**src/rtl/cpu_datapath.sv**
```systemverilog
// Execution datapath: 8x16 register file, A/B operand registers, shifter, ALU, C result and Z/N/V status.
// Optional macro CPU_DATAPATH_RF_BYPASS_EN makes a same-index register read return the pending write value.
module cpu_datapath #(
    parameter int WIDTH = 16,
    parameter int NREGS = 8
) (
    input  logic                     clk,
    input  logic                     reset,
    input  logic [$clog2(NREGS)-1:0] readnum,
    input  logic [$clog2(NREGS)-1:0] writenum,
    input  logic                     write,
    input  logic                     vsel,
    input  logic [WIDTH-1:0]         sximm8,
    input  logic [WIDTH-1:0]         sximm5,
    input  logic                     loada,
    input  logic                     loadb,
    input  logic                     asel,
    input  logic                     bsel,
    input  logic [1:0]               shift,
    input  logic [1:0]               ALUop,
    input  logic                     loadc,
    input  logic                     loads,
    output logic [WIDTH-1:0]         datapath_out,
    output logic                     Z,
    output logic                     N,
    output logic                     V
);

    localparam int SELW = $clog2(NREGS);

    logic [WIDTH-1:0] rf_q [NREGS];
    logic [WIDTH-1:0] rf_d [NREGS];
    logic [WIDTH-1:0] wr_data;
    logic [WIDTH-1:0] rf_rdata;

    logic [WIDTH-1:0] a_q, a_d;
    logic [WIDTH-1:0] b_q, b_d;
    logic [WIDTH-1:0] c_q, c_d;
    logic [2:0]       status_q, status_d;

    logic [WIDTH-1:0] sout;
    logic [WIDTH-1:0] ain;
    logic [WIDTH-1:0] bin;
    logic [WIDTH-1:0] alu_result;
    logic             z_flag;
    logic             n_flag;
    logic             v_flag;

    assign wr_data = vsel ? sximm8 : c_q;

    always_comb begin
        for (int i = 0; i < NREGS; i++) begin
            rf_d[i] = rf_q[i];
            if (write && (writenum == SELW'(i))) begin
                rf_d[i] = wr_data;
            end
        end
    end

    // Without the bypass, a read of the index being written sees the old contents.
    always_comb begin
        rf_rdata = rf_q[readnum];
`ifdef CPU_DATAPATH_RF_BYPASS_EN
        if (write && (readnum == writenum)) begin
            rf_rdata = wr_data;
        end
`endif
    end

    always_comb begin
        a_d = loada ? rf_rdata : a_q;
        b_d = loadb ? rf_rdata : b_q;
    end

    always_comb begin
        case (shift)
            2'b00:   sout = b_q;
            2'b01:   sout = {b_q[WIDTH-2:0], 1'b0};
            2'b10:   sout = {1'b0, b_q[WIDTH-1:1]};
            default: sout = {b_q[WIDTH-1], b_q[WIDTH-1:1]};
        endcase
    end

    assign ain = asel ? '0 : a_q;
    assign bin = bsel ? sximm5 : sout;

    // Carry-out is dropped; overflow is judged on operand and result sign bits.
    always_comb begin
        v_flag = 1'b0;
        case (ALUop)
            2'b00: begin
                alu_result = ain + bin;
                v_flag     = (ain[WIDTH-1] == bin[WIDTH-1]) && (alu_result[WIDTH-1] != ain[WIDTH-1]);
            end
            2'b01: begin
                alu_result = ain - bin;
                v_flag     = (ain[WIDTH-1] != bin[WIDTH-1]) && (alu_result[WIDTH-1] != ain[WIDTH-1]);
            end
            2'b10:   alu_result = ain & bin;
            default: alu_result = ~bin;
        endcase
        z_flag = (alu_result == '0);
        n_flag = alu_result[WIDTH-1];
    end

    always_comb begin
        c_d      = loadc ? alu_result : c_q;
        status_d = loads ? {z_flag, n_flag, v_flag} : status_q;
    end

    always_ff @(posedge clk) begin
        if (reset) begin
            for (int i = 0; i < NREGS; i++) begin
                rf_q[i] <= '0;
            end
            a_q      <= '0;
            b_q      <= '0;
            c_q      <= '0;
            status_q <= '0;
        end else begin
            for (int i = 0; i < NREGS; i++) begin
                rf_q[i] <= rf_d[i];
            end
            a_q      <= a_d;
            b_q      <= b_d;
            c_q      <= c_d;
            status_q <= status_d;
        end
    end

    assign datapath_out = c_q;
    assign Z            = status_q[2];
    assign N            = status_q[1];
    assign V            = status_q[0];

endmodule

```
**config.mk**
```make
export PLATFORM = sky130hd
export DESIGN_NAME = cpu_datapath
export DESIGN_NICKNAME = d
export VERILOG_FILES = /design/src/rtl/cpu_datapath.sv
export SDC_FILE = /design/constraint.sdc
export NUM_CORES = 1
export LEC_CHECK = 0
export ABC_AREA = 1
export BUFFER_PORTS_ARGS = -buffer_cell sky130_fd_sc_hd__clkbuf_2
export CORE_MARGIN = 10
export CORE_UTILIZATION = 29
export DETAILED_ROUTE_END_ITERATION = 8
export PLACE_DENSITY_LB_ADDON = 0.08
export REMOVE_ABC_BUFFERS = 1
export SYNTH_ARGS = -nofsm -noshare
export SYNTH_HDL_FRONTEND = slang
export SYNTH_SLANG_ARGS = --single-unit
```
**constraint.sdc**
```tcl
create_clock -name clk -period 2.5 [get_ports clk]
set_clock_uncertainty 0.15 [all_clocks]
set_input_delay 0.25 -clock clk [delete_from_list [all_inputs] [get_ports clk]]
set_output_delay 0.25 -clock clk [all_outputs]
set_load 0.1 [all_outputs]
```
## Word level (Yosys, flattened, before mapping)

Memory sizes are Yosys's and may differ from the RTL's.
Cells that the tools add are included.

| storage, ports and cells | value |
|---|---|
| bits in registers | 51 |
| RAM bits | 128 |
| bits of input ports | 52 |
| memories kept | 1 |

Memory list:

| memory | words | width | read ports | clocked after memory_dff | write ports | line | RTL |
|---|---|---|---|---|---|---|---|
| rf_q | 8 | 16 | 1 | 0 | 8 | 31 | `logic [WIDTH-1:0] rf_q [NREGS];` |

| cells by class | value |
|---|---|
| reduce and logical (&&, ||, !) cells | 22 |
| add/subtract/negate cells | 2 |
| equal/unequal tests | 23 |
| bitwise gates (word level) | 10 |
| multiplexer cells | 25 |

Operators with widths:

| operator | number |
|---|---|
| two-way mux 16 bit | 19 |
| case mux 16 bit (3 select lines) | 2 |
| adder 16 bit | 1 |
| bitwise AND 16 bit | 1 |
| logical NOT 16 bit | 1 |
| inverter 16 bit | 1 |
| AND reduction 2 bit | 8 |
| subtractor 16 bit | 1 |
| == test 3 bit, second input constant | 4 |
| logical AND 1 bit | 10 |
| inequality test 1 bit, second input constant | 8 |
| bitwise OR 1 bit | 8 |
| == test 3 x 2 -> 1 bit, second input constant | 2 |
| == test 2 x 1 -> 1 bit, second input constant | 2 |
| == test 2 bit, second input constant | 2 |
| logical NOT 2 bit | 2 |
| == test 3 x 1 -> 1 bit, second input constant | 1 |
| logical NOT 3 bit | 1 |
| two-way mux 1 bit | 3 |
| inequality test 1 bit | 3 |
| case mux 1 bit (2 select lines) | 1 |
| == test 1 bit | 1 |

## Depth between registers and ports, before layout

Gate-level depths: netlist (run 1).

| depth | value |
|---|---|
| word-level depth | 7 |
| depth in mapped cells | 24 |
| mapped depth without buffers | 23 |

## Least setup slack after synthesis (run 1)

Ideal clock, no wire load.

| timing | value |
|---|---|
| path kind | input to register |
| from | in shift[1] |
| to | reg status_q[2] |
| stages on the path | 21 |
| buffers on the path | 3 |
| library setup time | 0.067 ns |
| arrival | 2.465 ns |
| data required time | 2.283 ns |
| path slack | -0.182 ns |
| cell sequence | buf_6 -> buf_2 -> a22oi_1 -> nand3_1 -> o21ai_0 -> inv_1 -> ha_1 -> buf_2 -> nor2_1 -> inv_1 -> nor2_2 -> nand3_1 -> nand3_1 -> nand2_1 -> nand3_1 -> nand3_1 -> nand2_1 -> nand2_1 -> nor2_1 -> nand3_1 -> a21oi_2 |

| on the way | value |
|---|---|
| longest elaborated chain between the ends | 6 |
| elaborated cells on any way between the ends | 11 |
| those cells by class | add/sub: 2; eq/ne: 2; mux: 3; bitwise: 2; reduce/logical: 2 |

RTL lines:

| element | line | RTL |
|---|---|---|
| start: declaration | 19 | `input logic [1:0] shift,` |
| == test 2 bit, or another cell as far along | 76 | `case (shift)` |
| case mux 16 bit (3 select lines) (*) | 76 |  |
| two-way mux 16 bit (*) | 85 | `assign bin = bsel ? sximm5 : sout;` |
| subtractor 16 bit, or another cell as far along | 96 | `alu_result = ain - bin;` |
| case mux 16 bit (3 select lines) (*) | 90 | `case (ALUop)` |
| logical NOT 16 bit (*) | 102 | `z_flag = (alu_result == '0);` |
| end signal: assignment | 127 | `status_q <= status_d;` |
| end: declaration | 39 | `logic [2:0] status_q, status_d;` |

Mark *: on every way between the ends. The rest lies on a longest branch, timed or not.
A chain may end at the register's enable or synchronous reset.

## Worst setup path in the final report (run 1)

| timing | value |
|---|---|
| from | reg b_q[1] |
| to | reg status_q[2] |

| on the way | value |
|---|---|
| longest elaborated chain between the ends | 5 |
| elaborated cells on any way between the ends | 8 |
| those cells by class | add/sub: 2; mux: 3; bitwise: 2; reduce/logical: 1 |

RTL lines:

| element | line | RTL |
|---|---|---|
| start: declaration | 37 | `logic [WIDTH-1:0] b_q, b_d;` |
| start signal: assignment | 117 | `b_q <= '0;` |
| start signal: assignment | 125 | `b_q <= b_d;` |
| case mux 16 bit (3 select lines) (*) | 76 |  |
| two-way mux 16 bit (*) | 85 |  |
| subtractor 16 bit, or another cell as far along | 96 |  |
| case mux 16 bit (3 select lines) (*) | 90 |  |
| logical NOT 16 bit (*) | 102 |  |

Marks and branches as above.

==> results of run 1 <==
==> path summary, 6_finish.rpt <==
path	slack (ps)	startpoint	depth (start not counted)	to
worst max-delay path	-190	b_q[1]	20	status_q[2]
worst min-delay path	8	reset	2	status_q[0]
worst max register to register	-190	b_q[1]	20	status_q[2]
worst min register to register	320	status_q[0]	2	status_q[0]
==> power breakdown <==
| part | switching [uW] | internal (uW) | leakage (uW) |
|---|---|---|---|
| logic | 1360 | 862 | 0.00408 |
| clock network | 1140 | 1560 | 0.000270 |
| registers | 78.4 | 3360 | 0.00176 |
==> logic make-up (layout without fill, tap and decap cells) <==
group	after synthesis	after routing	synth area share, %
AND/OR/NAND/NOR	622	622	24.8
adder cells (fa/ha/maj)	34	34	4.27
flip-flops	179	179	47.2
AO/OA/AOI/OAI	259	259	14.3
XOR/XNOR	1	1	0.0850
multiplexers	16	16	1.55
buffers and inverters	199	420	7.81
==> metal layers <==
layer	global-route usage [%]	up-vias
met2	27.9	141
met1	19.7	4455
li1	-	4806
met4	4.86	0
met5	0	-
met3	2.14	41
==> cells in the final DEF, fill, tap and decap left out, types with 16 or more instances in the layout <==
| cell type | count |
|---|---|
| nand2_1 | 217 |
| nor2_1 | 203 |
| buf_4 | 163 |
| edfxtp_1 | 128 |
| inv_1 | 112 |
| o21ai_0 | 110 |
| clkbuf_2 | 69 |
| a21oi_1 | 53 |
| nand2_2 | 53 |
| nand3_2 | 44 |
| nand3_1 | 41 |
| dfxtp_1 | 40 |
| a21oi_2 | 26 |
| inv_2 | 17 |
| clkbuf_16 | 17 |
| o32ai_1 | 16 |
| mux2i_1 | 16 |
| o221ai_1 | 16 |
| nor2_2 | 16 |
| ha_4 | 16 |
==> area by class of cell <==
type                    instances  area (sq um)
fillers                      3648         20800
flip-flops and latches        179          4880
clock inverters                14           163
multi-input cells             932          5570
clock buffers                  18           429
well taps                     455           569
repair buffers                256          1890
inverters                     132           503
==> metrics by stage <==
| stage | hold slack [ps] | worst slack, ps |
|---|---|---|
| global placement | 306 | -1020 |
| CTS | 3.50 | -200 |
| global route | 8.56 | -424 |
| detailed placement | 309 | -908 |
| floorplan | 162 | -150 |
| finish | 7.53 | -186 |
==> flip-flops by register name, summed over array words and instances, names as in the netlist <==
name          cells
b_q              16
status_q          3
a_q              16
datapath_out     16
rf_q            128
==> repair_timing <==
action,4_1_cts,5_1_grt
pin swaps,15,81
gates resized for setup,127,153
buffers inserted,9,17
hold buffers,2,0
hold endpoints to repair,3,0
setup endpoints to repair,15,16
==> critical path: cells and delay by family (launching register included) <==
family	cells	cell delay, ps
AO/OA/AOI/OAI	2	220
adder cells (fa/ha/maj)	1	410
buffers and inverters	3	320
flip-flops	1	330
AND/OR/NAND/NOR	14	1180
==> metrics.log, run 1 <==
INFO  metric worst_ep_arrival_time = 2910 ps
INFO  metric worstSkewPairLatency = 430 ps
INFO  metric post-dp-hpwl = 25800 microns
INFO  metric totalNegativeSetupSlack = -958 ps
INFO  metric core_area = 0.0348 sq mm
INFO  metric timing.final.ws_setup = -186 ps
INFO  metric slew_violations = 0
INFO  metric first_global_vias = 9522
INFO  metric drt_pre_antenna_iters = 5
INFO  metric final_util = 40.3%
INFO  metric cts_inserted_buffers = 17
INFO  metric die-area = 0.0435 sq mm
INFO  metric run_status = finished with violations
INFO  metric cts.sinks = 179
INFO  metric report.final.hold_viol_count = 0
INFO  metric post_drt_via_cell_ratio = 4.75
INFO  metric crit_chain = buf_4, nand2_1, nand3_2, o21ai_4, buf_6, fa_2, nand2_2, nand2_4, nand2_4, buf_6, nor2_2, nor2_1, nand2_1, nand3_2, nand4_1, nor2_1, nand2_2, nor2_2, nand3_1, a21oi_2
INFO  metric drc_errors = 0
INFO  metric antenna-diode-count = 0
INFO  metric critPathRequiredTime = 2720 ps
INFO  metric area_share_of_the_largest_cell_type_after_synthesis = 37.3%
INFO  metric final_net_count = 1604
INFO  metric synth-async-reset-ratio = 0%
INFO  metric grt_first_pass_wirelength = 54200 microns
INFO  metric rsz0062_at_grt = true
INFO  metric routed_wirelength = 35400 microns
INFO  metric share_of_final_layout_standard_cells_stronger_than_drive_strength_1 = 34.2%
INFO  metric ctsRootBufferMaster = clkbuf_16
INFO  metric die-width = 208 microns
INFO  metric grt_start_max_net_pins = 65
INFO  metric min-delay-path-class = input port to register
INFO  metric gp_congestion = 0.850
INFO  metric synth.ff_latch_count = 179
INFO  metric core.rowCount = 68
INFO  metric globalRouteOverflowTotal = 0
INFO  metric start_util = 29.6%
INFO  metric htreeDepth = 4
INFO  metric netlist-cell-type-count = 41
INFO  metric detailroute.wirelength.met3 = 943 microns
INFO  metric post_synth_instance_area = 0.0103 sq mm
INFO  metric synth_edf_count = 128
INFO  metric final-setup-viol-count = 7
INFO  metric cts_tree = yes
INFO  metric timing.setup.critical_path_class = register to register
INFO  metric dr.max_layer_used = met4
INFO  metric max_cap_viol_count = 0
INFO  metric cell_area_after_layout = 0.0140 sq mm
INFO  metric route.vias.total = 9443
INFO  metric antenna_found_initial = 0
INFO  metric yosys-top-cells-count = nand2_1, nor2_1, edfxtp_1
INFO  metric pin_count = 71
INFO  metric synth.largest_area_cell = edfxtp_1
INFO  metric height_of_the_die = 208 microns
INFO  metric antenna_left = 0
INFO  metric worst_slew_pin_slew = 642 ps
INFO  metric synthCells = 1310
INFO  metric ys_top_cells_by_area = edfxtp_1, nand2_1, dfxtp_1, nor2_1, o21ai_0
INFO  metric achievable-frequency = 372 MHz
INFO  metric crit_slowest_cell = fa_2
INFO  metric synth.yosys.seq_area_share = 47.2%
INFO  metric cts_max_path_buffers = 2
INFO  metric yosysWarnings = 0
INFO  metric timing.critical_path.from_type = register
INFO  metric place_area = 0.0122 sq mm
INFO  metric failed_checks = setup timing
INFO  metric synth_top_flop_cell = edfxtp_1
INFO  metric layout_worst_path_cycle_share = 107%
INFO  metric portBuffers = 70
INFO  metric cp_slowest_stage_delay = 410 ps
INFO  metric timing.max_slew.rel_slack = 57.2%
INFO  metric drt-met1-wl = 15900 microns
INFO  metric routedWlPerCell = 17.8 microns
INFO  metric area_growth = 36.0%
INFO  metric clk_pin_slew = 70 ps
INFO  metric vdd_ir_drop_max = 477 uV
INFO  metric count_of_placed_standard_cells_in_the_final_layout_fillers_left_out = 1986
INFO  metric power.static_leakage = 0.00611 uW
INFO  metric grt_util_all_layers = 15.9%
INFO  metric final.min_clock_period = 2690 ps
INFO  metric met2_wirelength = 17800 microns
INFO  metric worst-path-max-fanout = 4
INFO  metric cellPowerDensity = 597 mW/mm^2
INFO  metric yosysMostFrequentCell = nand2_1
INFO  metric synthesis.area_per_instance = 7.87 sq um
INFO  metric worstSetupEndpointType = register
INFO  metric place_inst = 1931
INFO  metric total_power = 8360 uW
INFO  metric drt_iter0_markers = 485
No activity file was read; power rests on OpenSTA's default activity.
==> run 2, diff against run 1 <==
--- a/config.mk
+++ b/config.mk
@@ -12,6 +12,7 @@
 export DETAILED_ROUTE_END_ITERATION = 8
 export PLACE_DENSITY_LB_ADDON = 0.08
 export REMOVE_ABC_BUFFERS = 1
+export SKIP_LAST_GASP = 1
 export SYNTH_ARGS = -nofsm -noshare
 export SYNTH_HDL_FRONTEND = slang
 export SYNTH_SLANG_ARGS = --single-unit
==> run 2 against run 1 <==
The flow still finishes with violations (setup timing). Fmax rose by 0.32%. Register-to-register slack barely moved. First-iteration DRC count rose by 4.1%. Core utilization fell by 0.057 points. Sequential power barely moved. Clock-buffer cell count did not move. Total power fell by 0.12%. Non-clock buffer count rose by 1. Sequential cell count did not move. Clock power barely moved. Cell count barely moved.
==> metrics.log, run 2 (synthesis gave the netlist of run 1 again) <==
INFO  metric cellPowerDensity = 597 mW/mm^2
INFO  metric htreeDepth = 4
INFO  metric worstSetupEndpointType = register
INFO  metric ctsRootBufferMaster = clkbuf_16
INFO  metric reg2reg_from = b_q[1]
INFO  metric worst_r2r_path_depth = 23
INFO  metric min-delay-path-class = input port to register
INFO  metric cts_tree = yes
INFO  metric rsz0062_at_grt = true
INFO  metric grt_first_pass_wirelength = 54200 microns
INFO  metric mostFrequentLayoutCells = nand2_1, nor2_1, buf_4
INFO  metric place_inst = 1931
INFO  metric timing.setup.critical_path_class = register to register
INFO  metric clk_pin_slew = 70 ps
INFO  metric final.min_clock_period = 2680 ps
INFO  metric met2_wirelength = 17700 microns
INFO  metric pin_count = 71
INFO  metric core.rowCount = 68
INFO  metric antenna_found_initial = 0
INFO  metric report.final.hold_viol_count = 0
INFO  metric final_net_count = 1605
INFO  metric final-setup-viol-count = 7
INFO  metric share_of_final_layout_standard_cells_stronger_than_drive_strength_1 = 33.9%
INFO  metric die-area = 0.0435 sq mm
INFO  metric hold-path-endpoint = status_q[0]
INFO  metric portBuffers = 70
INFO  metric count_of_placed_standard_cells_in_the_final_layout_fillers_left_out = 1987
INFO  metric detailroute.wirelength.met3 = 914 microns
INFO  metric max_cap_viol_count = 0
INFO  metric run_status = finished with violations
INFO  metric crit-reg2reg-capture = status_q[2]
INFO  metric route.vias.total = 9465
INFO  metric drt_iter0_markers = 505
INFO  metric setup.worst_path.start = b_q[1]
INFO  metric final_util = 40.2%
INFO  metric drt_pre_antenna_iters = 5
INFO  metric routedWlPerCell = 17.8 microns
INFO  metric gp_congestion = 0.850
INFO  metric area_growth = 35.8%
INFO  metric antenna-diode-count = 0
INFO  metric cts_max_path_buffers = 2
INFO  metric globalRouteOverflowTotal = 0
INFO  metric worst-path-max-fanout = 2
INFO  metric core_area = 0.0348 sq mm
INFO  metric timing.critical_path.from_type = register
INFO  metric grt_util_all_layers = 15.9%
INFO  metric height_of_the_die = 208 microns
INFO  metric achievable-frequency = 373 MHz
INFO  metric antenna_left = 0
INFO  metric final_common_cell = nand2_1
INFO  metric drc_errors = 0
INFO  metric largest_register_ffs = 128
INFO  metric drt-met1-wl = 15900 microns
INFO  metric grt_start_max_net_pins = 65
INFO  metric worst_reg2reg_setup_slack = -180 ps
INFO  metric worst_ep_arrival_time = 2900 ps
INFO  metric cts_inserted_buffers = 17
INFO  metric timing.max_slew.rel_slack = 57.0%
INFO  metric vdd_ir_drop_max = 477 uV
INFO  metric worstSkewPairLatency = 430 ps
INFO  metric first_global_vias = 9519
INFO  metric critPathRequiredTime = 2720 ps
INFO  metric failed_checks = setup timing
INFO  metric die-width = 208 microns
INFO  metric routed_wirelength = 35300 microns
INFO  metric slew_violations = 0
INFO  metric timing.final.ws_setup = -178 ps
INFO  metric start_util = 29.6%
INFO  metric max_flop_register = rf_q
INFO  metric layout_worst_path_cycle_share = 107%
INFO  metric min-delay-start = reset
INFO  metric power.static_leakage = 0.00610 uW
INFO  metric dr.max_layer_used = met4
INFO  metric post-dp-hpwl = 25800 microns
INFO  metric cts.sinks = 179
INFO  metric post_drt_via_cell_ratio = 4.76
INFO  metric worstHoldPathCells = 2
INFO  metric totalNegativeSetupSlack = -630 ps
INFO  metric worst_slew_pin_slew = 645 ps
==> run 2: changes by cell type in the layout (fill, tap and decap cells not counted), sizes merged <==
cell	before	now
buf	185	186
==> run 2: metal layers <==
layer	up-vias	track usage, %
met1	4489	19.7
met4	0	4.86
met5	-	0
li1	4815	-
met2	120	27.9
met3	41	2.16
==> run 2: final cells by class <==
cell class                      instances  area (sq um)
Clock buffer                           18           429
Clock inverter                         14           163
Fill cell                            3657         20800
Inverter                              132           503
Multi-Input combinational cell        932          5540
Sequential cell                       179          4890
Tap cell                              455           569
Timing Repair Buffer                  257          1900
==> run 2: how the worst max path moves through the flow <==
stage	end	slack (ps)	depth (start not counted)
after floorplan	status_q[2]	-150	23
after global placement	status_q[2]	-1020	20
after detailed placement	status_q[2]	-910	20
after CTS	status_q[2]	-200	19
after global routing	status_q[2]	-410	19
final	status_q[2]	-180	23
==> run 2: through the flow <==
step / worst slack (ps) / hold slack (ps) / area [sq um] / total power (uW)
6_report: -178 / 7.16 / 14000 / 8350
5_1_grt: -407 / 8.56 / 14000 / 8780
4_1_cts: -202 / 3.50 / 13300 / 8220
3_5_place_dp: -908 / 309 / 12200 / 5340
3_3_place_gp: -1020 / 306 / 12200 / 5340
2_1_floorplan: -150 / 162 / 9990 / 4450
==> run 2: what timing repair did <==
item | in CTS | in global routing
endpoints found under the setup margin | 15 | 16
pin swaps | 14 | 72
hold buffers | 2 | 0
gates resized for setup | 108 | 168
setup buffers | 9 | 15
hold endpoints to repair | 3 | 0
==> run 2: power by group <==
group / leakage [uW] / switching, uW / total [uW] / internal [uW]
registers: 0.00176 / 77.8 / 3430 / 3360
clock network: 0.000270 / 1140 / 2710 / 1560
logic: 0.00406 / 1350 / 2210 / 861
==> run 2: worst max-delay path: stages (launching register included) <==
cell and delay (ps):
dfxtp_2 330, a21oi_1 50, nand2_1 80, nand2_2 70
inv_4 70, ha_4 130, inv_2 40, fa_2 420
inv_2 80, nand2_2 70, nand2_2 60, nand3_2 70
nand2_2 80, buf_6 110, nand2_2 70, nand2_1 80
nand2_1 60, nand3_2 60, nand3_2 80, nand2_2 80
nand2_1 60, nor2_2 100, nand3_1 90, a21oi_2 130
==> run 3, diff against run 2 <==
--- a/config.mk
+++ b/config.mk
@@ -7,12 +7,15 @@
 export LEC_CHECK = 0
 export ABC_AREA = 1
 export BUFFER_PORTS_ARGS = -buffer_cell sky130_fd_sc_hd__clkbuf_2
+export CELL_PAD_IN_SITES_DETAIL_PLACEMENT = 0
+export CELL_PAD_IN_SITES_GLOBAL_PLACEMENT = 1
 export CORE_MARGIN = 10
 export CORE_UTILIZATION = 29
 export DETAILED_ROUTE_END_ITERATION = 8
 export PLACE_DENSITY_LB_ADDON = 0.08
 export REMOVE_ABC_BUFFERS = 1
 export SKIP_LAST_GASP = 1
+export SLEW_MARGIN = 5
 export SYNTH_ARGS = -nofsm -noshare
 export SYNTH_HDL_FRONTEND = slang
 export SYNTH_SLANG_ARGS = --single-unit
==> run 3 against run 2 <==
The run still ends with setup timing left. Register-to-register slack got worse by 20 ps. Critical path depth decreased by 7. Sequential power about the same. Non-clock buffer count increased by 19. Clock power increased by 3%. First-iteration DRC count decreased by 20%. Fmax decreased by 0.68%. Sequential cell count unchanged. Total power increased by 1.4%. Largest cell class unchanged.
==> metrics.log, run 3 (synthesis gave the netlist of run 1 again) <==
INFO  metric run_status = finished with violations
INFO  metric failed_checks = setup timing
INFO  metric cts_max_path_buffers = 2
INFO  metric final_common_cell = nand2_1
INFO  metric drt_iter0_markers = 405
INFO  metric num-fill-cells = 3622
INFO  metric cell_area_after_layout = 0.0141 sq mm
INFO  metric slew_violations = 0
INFO  metric die-width = 208 microns
INFO  metric max_flop_register = rf_q
INFO  metric cts.sinks = 179
INFO  metric routedWlPerCell = 18.3 microns
INFO  metric core_area = 0.0348 sq mm
INFO  metric worst-path-max-fanout = 8
INFO  metric area_growth = 36.9%
INFO  metric grt_start_max_net_pins = 49
INFO  metric drc_errors = 0
INFO  metric cellPowerDensity = 600 mW/mm^2
INFO  metric worst_ep_arrival_time = 2870 ps
INFO  metric timing.final.ws_setup = -196 ps
INFO  metric count_of_placed_standard_cells_in_the_final_layout_fillers_left_out = 2006
INFO  metric first_global_vias = 9658
INFO  metric critPathRequiredTime = 2670 ps
INFO  metric share_of_final_layout_standard_cells_stronger_than_drive_strength_1 = 33.5%
INFO  metric worstSkewPairLatency = 440 ps
INFO  metric timing.critical_path.from_type = register
INFO  metric gp_congestion = 0.897
INFO  metric mostFrequentLayoutCells = nand2_1, nor2_1, buf_4
INFO  metric min-delay-path-class = input port to register
INFO  metric final_util = 40.5%
INFO  metric place_inst = 1953
INFO  metric routed_wirelength = 36800 microns
INFO  metric globalRouteOverflowTotal = 0
INFO  metric portBuffers = 70
INFO  metric total_power = 8470 uW
INFO  metric start_util = 29.6%
INFO  metric post_drt_via_cell_ratio = 4.76
INFO  metric ctsRootBufferMaster = clkbuf_16
INFO  metric antenna-diode-count = 0
INFO  metric power.static_leakage = 0.00622 uW
INFO  metric report.final.hold_viol_count = 0
INFO  metric clk_pin_slew = 60 ps
INFO  metric core.rowCount = 68
INFO  metric timing.max_slew.rel_slack = 56.7%
INFO  metric final-setup-viol-count = 8
INFO  metric layout_worst_path_cycle_share = 108%
INFO  metric vdd_ir_drop_max = 465 uV
INFO  metric rsz0062_at_grt = true
INFO  metric antenna_found_initial = 0
INFO  metric worstSetupEndpointType = register
INFO  metric grt_first_pass_wirelength = 56100 microns
INFO  metric pin_count = 71
INFO  metric antenna_left = 0
INFO  metric worst_slew_pin_slew = 649 ps
INFO  metric achievable-frequency = 371 MHz
INFO  metric post-dp-hpwl = 27400 microns
INFO  metric cts_tree = yes
INFO  metric drt_pre_antenna_iters = 5
INFO  metric cts_inserted_buffers = 17
INFO  metric die-area = 0.0435 sq mm
INFO  metric timing.setup.critical_path_class = register to register
INFO  metric htreeDepth = 4
INFO  metric place_area = 0.0124 sq mm
INFO  metric grt_util_all_layers = 16.7%
INFO  metric height_of_the_die = 208 microns
INFO  metric route.vias.total = 9548
INFO  metric max_cap_viol_count = 0
INFO  metric final.min_clock_period = 2700 ps
INFO  metric final_net_count = 1624
INFO  metric largest_register_ffs = 128
==> run 3: critical path, stage by stage (launching register included) <==
cell	delay (ps)
dfxtp_2	340
a21oi_2	150
nand3_2	100
nand2_2	70
inv_1	70
ha_4	330
inv_1	80
a21oi_2	210
nand3_2	140
buf_12	150
nand3_1	80
nand3_1	70
nand3_1	120
nand4_1	180
buf_4	190
nor2_1	90
nor2_1	50
==> run 3: power by group <==
part | internal (uW) | leakage, uW | switching (uW)
Sequential | 3360 | 0.00176 | 78.7
Clock | 1660 | 0.000320 | 1130
Combinational | 879 | 0.00414 | 1360
Total | 5890 | 0.00622 | 2580
==> run 3: through the flow <==
step                      setup slack (ps)  setup TNS [ps]  hold WS [ps]
final                                 -196            -777          23.1
after global routing                  -360           -2680          33.2
after CTS                             -256            -896          10.2
after detailed placement              -851           -9030           308
after global placement                -850           -9200           304
after floorplan                       -150           -2380           162
==> run 3: what timing repair did <==
item | in CTS | in global routing
endpoints found under the hold margin | 4 | 0
buffers inserted | 13 | 11
gates resized for setup | 160 | 83
pin swaps | 62 | 43
hold buffers | 2 | 0
setup endpoints to repair | 15 | 14
==> run 3: worst paths after layout <==
check | from | endpoint | slack [ps] | cells after the start
worst max-delay path | b_q[5] | datapath_out[9] | -200 | 16
worst min-delay path | reset | datapath_out[0] | 20 | 4
worst max register to register | b_q[5] | datapath_out[9] | -200 | 16
worst min register to register | status_q[0] | status_q[0] | 320 | 2
==> run 3: cell type report <==
cell class                 instances  area (sq um)  share of cell area (%)
inverter                         132           505                    3.58
tap                              455           569                    4.04
sequential                       179          4880                    34.6
clock buffer                      24           557                    3.95
clock inverter                     8          65.1                   0.461
multi-input combinational        932          5500                    39.0
timing repair buffer             276          2040                    14.4
==> run 3: per-layer routing <==
| metal | GRT usage, % | routed length (microns) | up-vias |
|---|---|---|---|
| met2 | 30.6 | 19400 | 104 |
| met4 | 4.86 | 665 | 0 |
| li1 | - | - | 4844 |
| met3 | 1.86 | 621 | 38 |
| met5 | 0 | 0 | - |
| met1 | 19.9 | 16100 | 4562 |
